--- src/rtl/gcd_pkg.sv ---
// Shared types and constants for the subtract-and-compare GCD engine.
package gcd_pkg;

    localparam int GCD_W = 4;

    typedef enum logic [1:0] {
        ST_IDLE    = 2'd0,
        ST_CALC    = 2'd1,
        ST_DONE    = 2'd2,
        ST_ILLEGAL = 2'd3
    } gcd_state_e;

endpackage : gcd_pkg

--- src/rtl/gcd_sub.sv ---
// W-bit combinational unsigned subtractor; callers guarantee x_i >= y_i.
module gcd_sub
    import gcd_pkg::*;
#(
    parameter int W = GCD_W
) (
    input  logic [W-1:0] x_i,
    input  logic [W-1:0] y_i,
    output logic [W-1:0] diff_o
);

    assign diff_o = x_i - y_i;

endmodule : gcd_sub

--- src/rtl/gcd_engine.sv ---
// Sequential GCD core: repeatedly replaces the larger operand with the
// difference until the operands match or one of them is zero.
module gcd_engine
    import gcd_pkg::*;
#(
    parameter int W = GCD_W
) (
    input  logic         clk,
    input  logic         rst,
    input  logic         start,
    input  logic [W-1:0] a_in,
    input  logic [W-1:0] b_in,
    output logic         busy,
    output logic         done,
    output logic [W-1:0] gcd_out,
    output logic [W-1:0] steps
);

    gcd_state_e   state_q, state_d;
    logic [W-1:0] x_q, x_d;
    logic [W-1:0] y_q, y_d;
    logic [W-1:0] gcd_q, gcd_d;
    logic [W-1:0] steps_q, steps_d;
    logic         busy_q, busy_d;
    logic         done_q, done_d;

    logic         gt_s;
    logic         eq_s;
    logic         any_zero_s;
    logic [W-1:0] minuend_s;
    logic [W-1:0] subtrahend_s;
    logic [W-1:0] diff_s;

    // Comparator and operand steering: the larger operand is always the minuend.
    always_comb begin
        gt_s         = (x_q > y_q);
        eq_s         = (x_q == y_q);
        any_zero_s   = (x_q == {W{1'b0}}) || (y_q == {W{1'b0}});
        if (gt_s) begin
            minuend_s    = x_q;
            subtrahend_s = y_q;
        end else begin
            minuend_s    = y_q;
            subtrahend_s = x_q;
        end
    end

    gcd_sub #(
        .W (W)
    ) u_sub (
        .x_i    (minuend_s),
        .y_i    (subtrahend_s),
        .diff_o (diff_s)
    );

    // Next-state and datapath update logic.
    always_comb begin
        state_d = state_q;
        x_d     = x_q;
        y_d     = y_q;
        gcd_d   = gcd_q;
        steps_d = steps_q;
        case (state_q)
            ST_IDLE: begin
                if (start) begin
                    x_d     = a_in;
                    y_d     = b_in;
                    steps_d = {W{1'b0}};
                    state_d = ST_CALC;
                end else begin
                    state_d = ST_IDLE;
                end
            end
            ST_CALC: begin
                // A zero operand ends the job first so gcd(0,n)=n and gcd(0,0)=0.
                if (any_zero_s) begin
                    gcd_d   = x_q | y_q;
                    state_d = ST_DONE;
                end else if (eq_s) begin
                    gcd_d   = x_q;
                    state_d = ST_DONE;
                end else if (gt_s) begin
                    x_d     = diff_s;
                    steps_d = steps_q + {{(W-1){1'b0}}, 1'b1};
                end else begin
                    y_d     = diff_s;
                    steps_d = steps_q + {{(W-1){1'b0}}, 1'b1};
                end
            end
            ST_DONE: begin
                state_d = ST_IDLE;
            end
            default: begin
                state_d = ST_IDLE;
            end
        endcase
    end

    // Status outputs are registered from the state being entered.
    always_comb begin
        busy_d = 1'b0;
        done_d = 1'b0;
        if (state_d == ST_CALC) begin
            busy_d = 1'b1;
        end else if (state_d == ST_DONE) begin
            done_d = 1'b1;
        end else begin
            busy_d = 1'b0;
            done_d = 1'b0;
        end
    end

    // State, operand and output registers with synchronous reset.
    always_ff @(posedge clk) begin
        if (rst) begin
            state_q <= ST_IDLE;
            x_q     <= {W{1'b0}};
            y_q     <= {W{1'b0}};
            gcd_q   <= {W{1'b0}};
            steps_q <= {W{1'b0}};
            busy_q  <= 1'b0;
            done_q  <= 1'b0;
        end else begin
            state_q <= state_d;
            x_q     <= x_d;
            y_q     <= y_d;
            gcd_q   <= gcd_d;
            steps_q <= steps_d;
            busy_q  <= busy_d;
            done_q  <= done_d;
        end
    end

    assign busy    = busy_q;
    assign done    = done_q;
    assign gcd_out = gcd_q;
    assign steps   = steps_q;

endmodule : gcd_engine

--- config.mk ---
export PLATFORM = sky130hd
export DESIGN_NAME = gcd_engine
export DESIGN_NICKNAME = d
export VERILOG_FILES = /design/src/rtl/gcd_pkg.sv /design/src/rtl/gcd_sub.sv /design/src/rtl/gcd_engine.sv
export SDC_FILE = /design/constraint.sdc
export NUM_CORES = 1
export LEC_CHECK = 0
export CAP_MARGIN = 15
export CORE_ASPECT_RATIO = 0.75
export CORE_MARGIN = 10
export CORE_UTILIZATION = 35
export CTS_CLUSTER_DIAMETER = 150
export DETAILED_ROUTE_END_ITERATION = 8
export SLEW_MARGIN = 20
export SYNTH_ARGS = -nofsm -noshare
export SYNTH_HDL_FRONTEND = slang
export SYNTH_SLANG_ARGS = --single-unit
--- constraint.sdc ---
create_clock -name clk -period 8.7 [get_ports clk]
set_clock_uncertainty 0.15 [all_clocks]
set_input_delay 0.87 -clock clk [delete_from_list [all_inputs] [get_ports clk]]
set_output_delay 0.87 -clock clk [all_outputs]
set_load 0.1 [all_outputs]
# Word level (Yosys, flattened, before mapping)
# Cells that the tools add are included.
[totals] regBits=20 latchBits=0 ramBits=0 rom_bits=0 input_bits=11 output_inout_bits=10 elab_cells=55 n_memories=0
[classes] n_addsub=2 multipliers=0 n_div=0 n_lt_le_gt_ge=1 eq_ne=9 n_shift=0 muxes=24 n_bitwise=1 n_reduce_logical=11
[ops] op="4-bit 2-to-1 mux" n=15
[ops] op="4-bit case mux with 2 select lines" n=3
[ops] op="2-bit inequality test (second input constant)" n=5
[ops] op="5-bit AND reduction" n=2
[ops] op="4-bit logical NOT" n=2
[ops] op="4-bit by 1-bit adder with 4-bit output (second input constant)" n=1
[ops] op="2-bit by 1-bit == test with 1-bit output (second input constant)" n=2
[ops] op="4-bit == test" n=1
[ops] op="4-bit > comparator" n=1
[ops] op="2-bit 2-to-1 mux" n=2
[ops] op="4-bit OR" n=1
[ops] op="2-bit case mux with 2 select lines" n=1
[ops] op="4-bit AND reduction" n=1
[ops] op="2-bit nonzero test" n=2
[ops] op="4-bit subtractor" n=1
[ops] op="1-bit 2-to-1 mux" n=3
[ops] op="2-bit == test (second input constant)" n=1
[ops] op="2-bit logical NOT" n=1
[ops] op="2-bit AND reduction" n=1
[ops] op="2-bit OR reduction" n=1
[ops] op="1-bit logical OR" n=1

# Depth between registers and ports, before layout
[depth] word_depth=7 depth_mapped=12 mapped_depth_nobuf=11

# Cells and area by module
# Synthesis repeated with hierarchy kept, for this count alone.
[hier_totals] cells_unflattened=154 hier_area_um2=1317.5
[by_module_without_submodules] module="gcd_engine" instances=1 cells_per_inst=139 area_each_um2=1201.2 seq_area_each_um2=400.4
[by_module_without_submodules] module="gcd_sub" instances=1 cells_per_inst=15 area_each_um2=116.4 seq_area_each_um2=0.0

# Worst setup path after synthesis
# OpenSTA, ideal clock, no wires.
[synth_path] path_kind="register -> register" startpoint="reg x_q[1]" endpoint="reg x_q[2]" setup_time_ns=0.135 arrival_time_ns=2.431 required_time_ns=8.415 slack_ns=5.984 stages_incl_launch_ff=11 path_buffers=0 period_less_slack_ns=2.716 cell_sequence="dfxtp_1 inv_1 ha_1 nor4_2 nor2_1 nor2_1 a22oi_1 ha_1 o311a_1 a21oi_2 a311oi_1"
[synth_via] elab_chain_len=7 word_cells_on_any_way=15 classes_between="1 x add/sub; 1 x order compare; 4 x eq/ne; 6 x mux; 3 x reduce/logical"
[synth_lines] item="start, declared" line="gcd_engine.sv:20" source="logic [W-1:0] x_q, x_d;"
[synth_lines] item="start signal, assigned" line="gcd_engine.sv:117" source="x_q <= {W{1'b0}};"
[synth_lines] item="4-bit > comparator" line="gcd_engine.sv:36" source="gt_s = (x_q > y_q);"
[synth_lines] item="4-bit 2-to-1 mux" line="gcd_engine.sv:39" source="if (gt_s) begin"
[synth_lines] item="4-bit subtractor" line="gcd_sub.sv:12" source="assign diff_o = x_i - y_i;"
[synth_lines] item="4-bit 2-to-1 mux" line="gcd_engine.sv:82" source="end else if (gt_s) begin"
[synth_lines] item="4-bit 2-to-1 mux" line="gcd_engine.sv:79" source="end else if (eq_s) begin"
[synth_lines] item="4-bit 2-to-1 mux" line="gcd_engine.sv:76" source="if (any_zero_s) begin"
[synth_lines] item="4-bit case mux with 2 select lines" line="gcd_engine.sv:63" source="case (state_q)"
# Several ways; a longest one is shown, not always the timed one. The select of a mux whose other input is x is not followed.
# A chain may end at the register's enable or synchronous reset.

# Worst setup path after layout
# Ends and elaborated chain as after synthesis.

==> out/qor.yml <==
worst_slew_pin_slew_ps: 979
multi_input_area_um2: 768
static-leakage-power_nw: 0.561
utilization_pct: 45.3
dp_slack_ps: 5570
maxCapViolations: 0
cts_hold_buf: 0
hp-class: "register to register"
wl_per_cell_um: 15.3
netlist_top_cells_area: "dfxtp_1 (32%), ha_1 (10%), nor2_1 (10%)"
synth_ff_type: "dfxtp_1"
synth.most_common_cell: "nor2_1"
critical_path_class: "register to register"
whs_ps: 347
final_cells: 212
rsz0062_at_grt: "no"
finalNetCount: 194
setup_viol: 0
cp_max_fo: 8
fp.dieW_um: 88.6
synth_top_area_cell: "dfxtp_1"
nFillCells: 331
placed_cell_area_um2: 1460
r2r_slack_ps: 5540
synth_cell_types: 37
clkLatencyLatePin_ps: 250
maxSlewViolCount: 0
io_buffers: 20
cp.arrival_ps: 3120
drive_above_1_share_pct: 9.30
synthArstFlopShare_pct: 0
synthTopCellsByCount: "nor2_1 (33), dfxtp_1 (20), nand2_1 (13)"
core_area_um2: 3330
seqCellArea_um2: 400
die_area_um2: 6330
dpl.hpwl_mm: 2.60
grt_pass1_vias: 1127
start_util_pct: 37.0
num_rows: 18
synth_top_area_share_pct: 32.4
power_mw: 0.535
via_per_inst: 5.38
period_minus_slack_ps: 3160
cp_num_buf_inv: 1
setup_slack_ps: 5540
finalCritPeriodShare_pct: 36.3
via_count: 1141
cts_sinks: 20
drc: 0
max_clock_freq_ghz: 0.316
cp.required_ps: 8660
finalHoldViolCount: 0
crit_family: "simple AND/OR/NAND/NOR gates"
drtAntennaViolNets: 0
synth_warnings: 0
fp.dieH_um: 71.4
cts-root-buf: "clkbuf_8"
track_usage_pct: 10.5
cts_max_path_buffers: 2
syn-num-nets: 174
startpoint_type: "register"
status: "complete, no violations"
htreeDepth: 1
synth_edf_count: 0
place.gp.congestion: 0.936
tns_ps: 0
synth-seq-area-share_pct: 32.4
worstPathCellList: "inv_1 -> ha_1 -> nor4_2 -> nor2_1 -> nor2_1 -> a22oi_1 -> ha_1 -> o311a_1 -> a21oi_2 -> a311oi_1"
cts_buffers: 3
grt_max_degree: 21
fin_area_um2: 1510
syn_area_per_cell_um2: 8.07
grt_antenna_before_repair: 0
synth_cells: 153
antenna_cells: 0
cts_tree: "built"
yosys_register_bits: 20
pwr_density_cell_nw_per_um2: 354
ios: 21
grt_overflow: 0
drtIter0Drc: 131
crit_slowest_cell: "nor4_2"
dp.cells: 208
cpPeakStageDelay_ps: 570
slew_headroom_pct: 34.5
syn_area_um2: 1230
clkTransAtPathRegs_ps: 70
first_pass_iters: 5
postCtsSetupBuffers: 0
peakVddDrop_mv: 0.121
critPathCaptureType: "register"
drt-total-wl_mm: 3.24
cts_resized: 0
area_growth_pct: 22.4
grt_pass1_wl_mm: 5.49
==> layout by cell type, fill, tap and decap left out, types with 4 or more instances in the layout <==
cell	count
inv_1	9
nor3_1	5
nor2_1	33
a21oi_1	7
dfxtp_1	20
clkbuf_8	4
nor4_2	4
ha_1	10
a211oi_1	4
a311oi_1	6
nand2_1	13
clkdlybuf4s50_1	20
nor2b_1	4
==> area by class of cell <==
class                      count  share of cell area, %
tap                           40                   3.31
inverter                      10                   2.48
clock buffer                   4                   3.64
multi-input combinational    118                   50.8
sequential                    20                   26.5
timing repair buffer          20                   13.2
==> power breakdown <==
group,internal [mW],switching (mW),total [mW]
registers,0.112,0.0258,0.137
clock network,0.0402,0.0282,0.0684
logic,0.109,0.220,0.329
==> routing by layer <==
layer	up-vias	GRT usage, %	part of all wire, %
li1	583	-	-
met1	520	13.9	51
met2	34	16.5	44
met3	4	3.50	5.6
met4	0	1.07	0.28
met5	-	0	0
==> flip-flops by register name, summed over array words and instances, names as in the netlist <==
signal / flops
state_q: 2
y_q: 4
x_q: 4
gcd_out: 4
done: 1
steps: 4
busy: 1
==> final timing paths <==
path               from         end  cells past startpoint
max              x_q[1]      x_q[2]                     10
min          gcd_out[2]  gcd_out[2]                      2
max reg2reg      x_q[1]      x_q[2]                     10
min reg2reg  gcd_out[2]  gcd_out[2]                      2
==> cells by family after synthesis <==
kind of cell	Yosys count	share of synthesized area, %
and+or+nand+nor	72	28.6
AOI/OAI and AO/OA	34	22.1
DFF	20	32.4
buffers and inverters	15	5.37
adders and majority gates	10	10.1
xor gates and xnor gates	2	1.42
==> worst register-to-register path: stages (launching register included) <==
cell and delay (ps):
dfxtp_1 530, inv_1 130, ha_1 390, nor4_2 570, nor2_1 220, nor2_1 140
a22oi_1 90, ha_1 210, o311a_1 360, a21oi_2 130, a311oi_1 100
(Power assumes the default switching activity.)
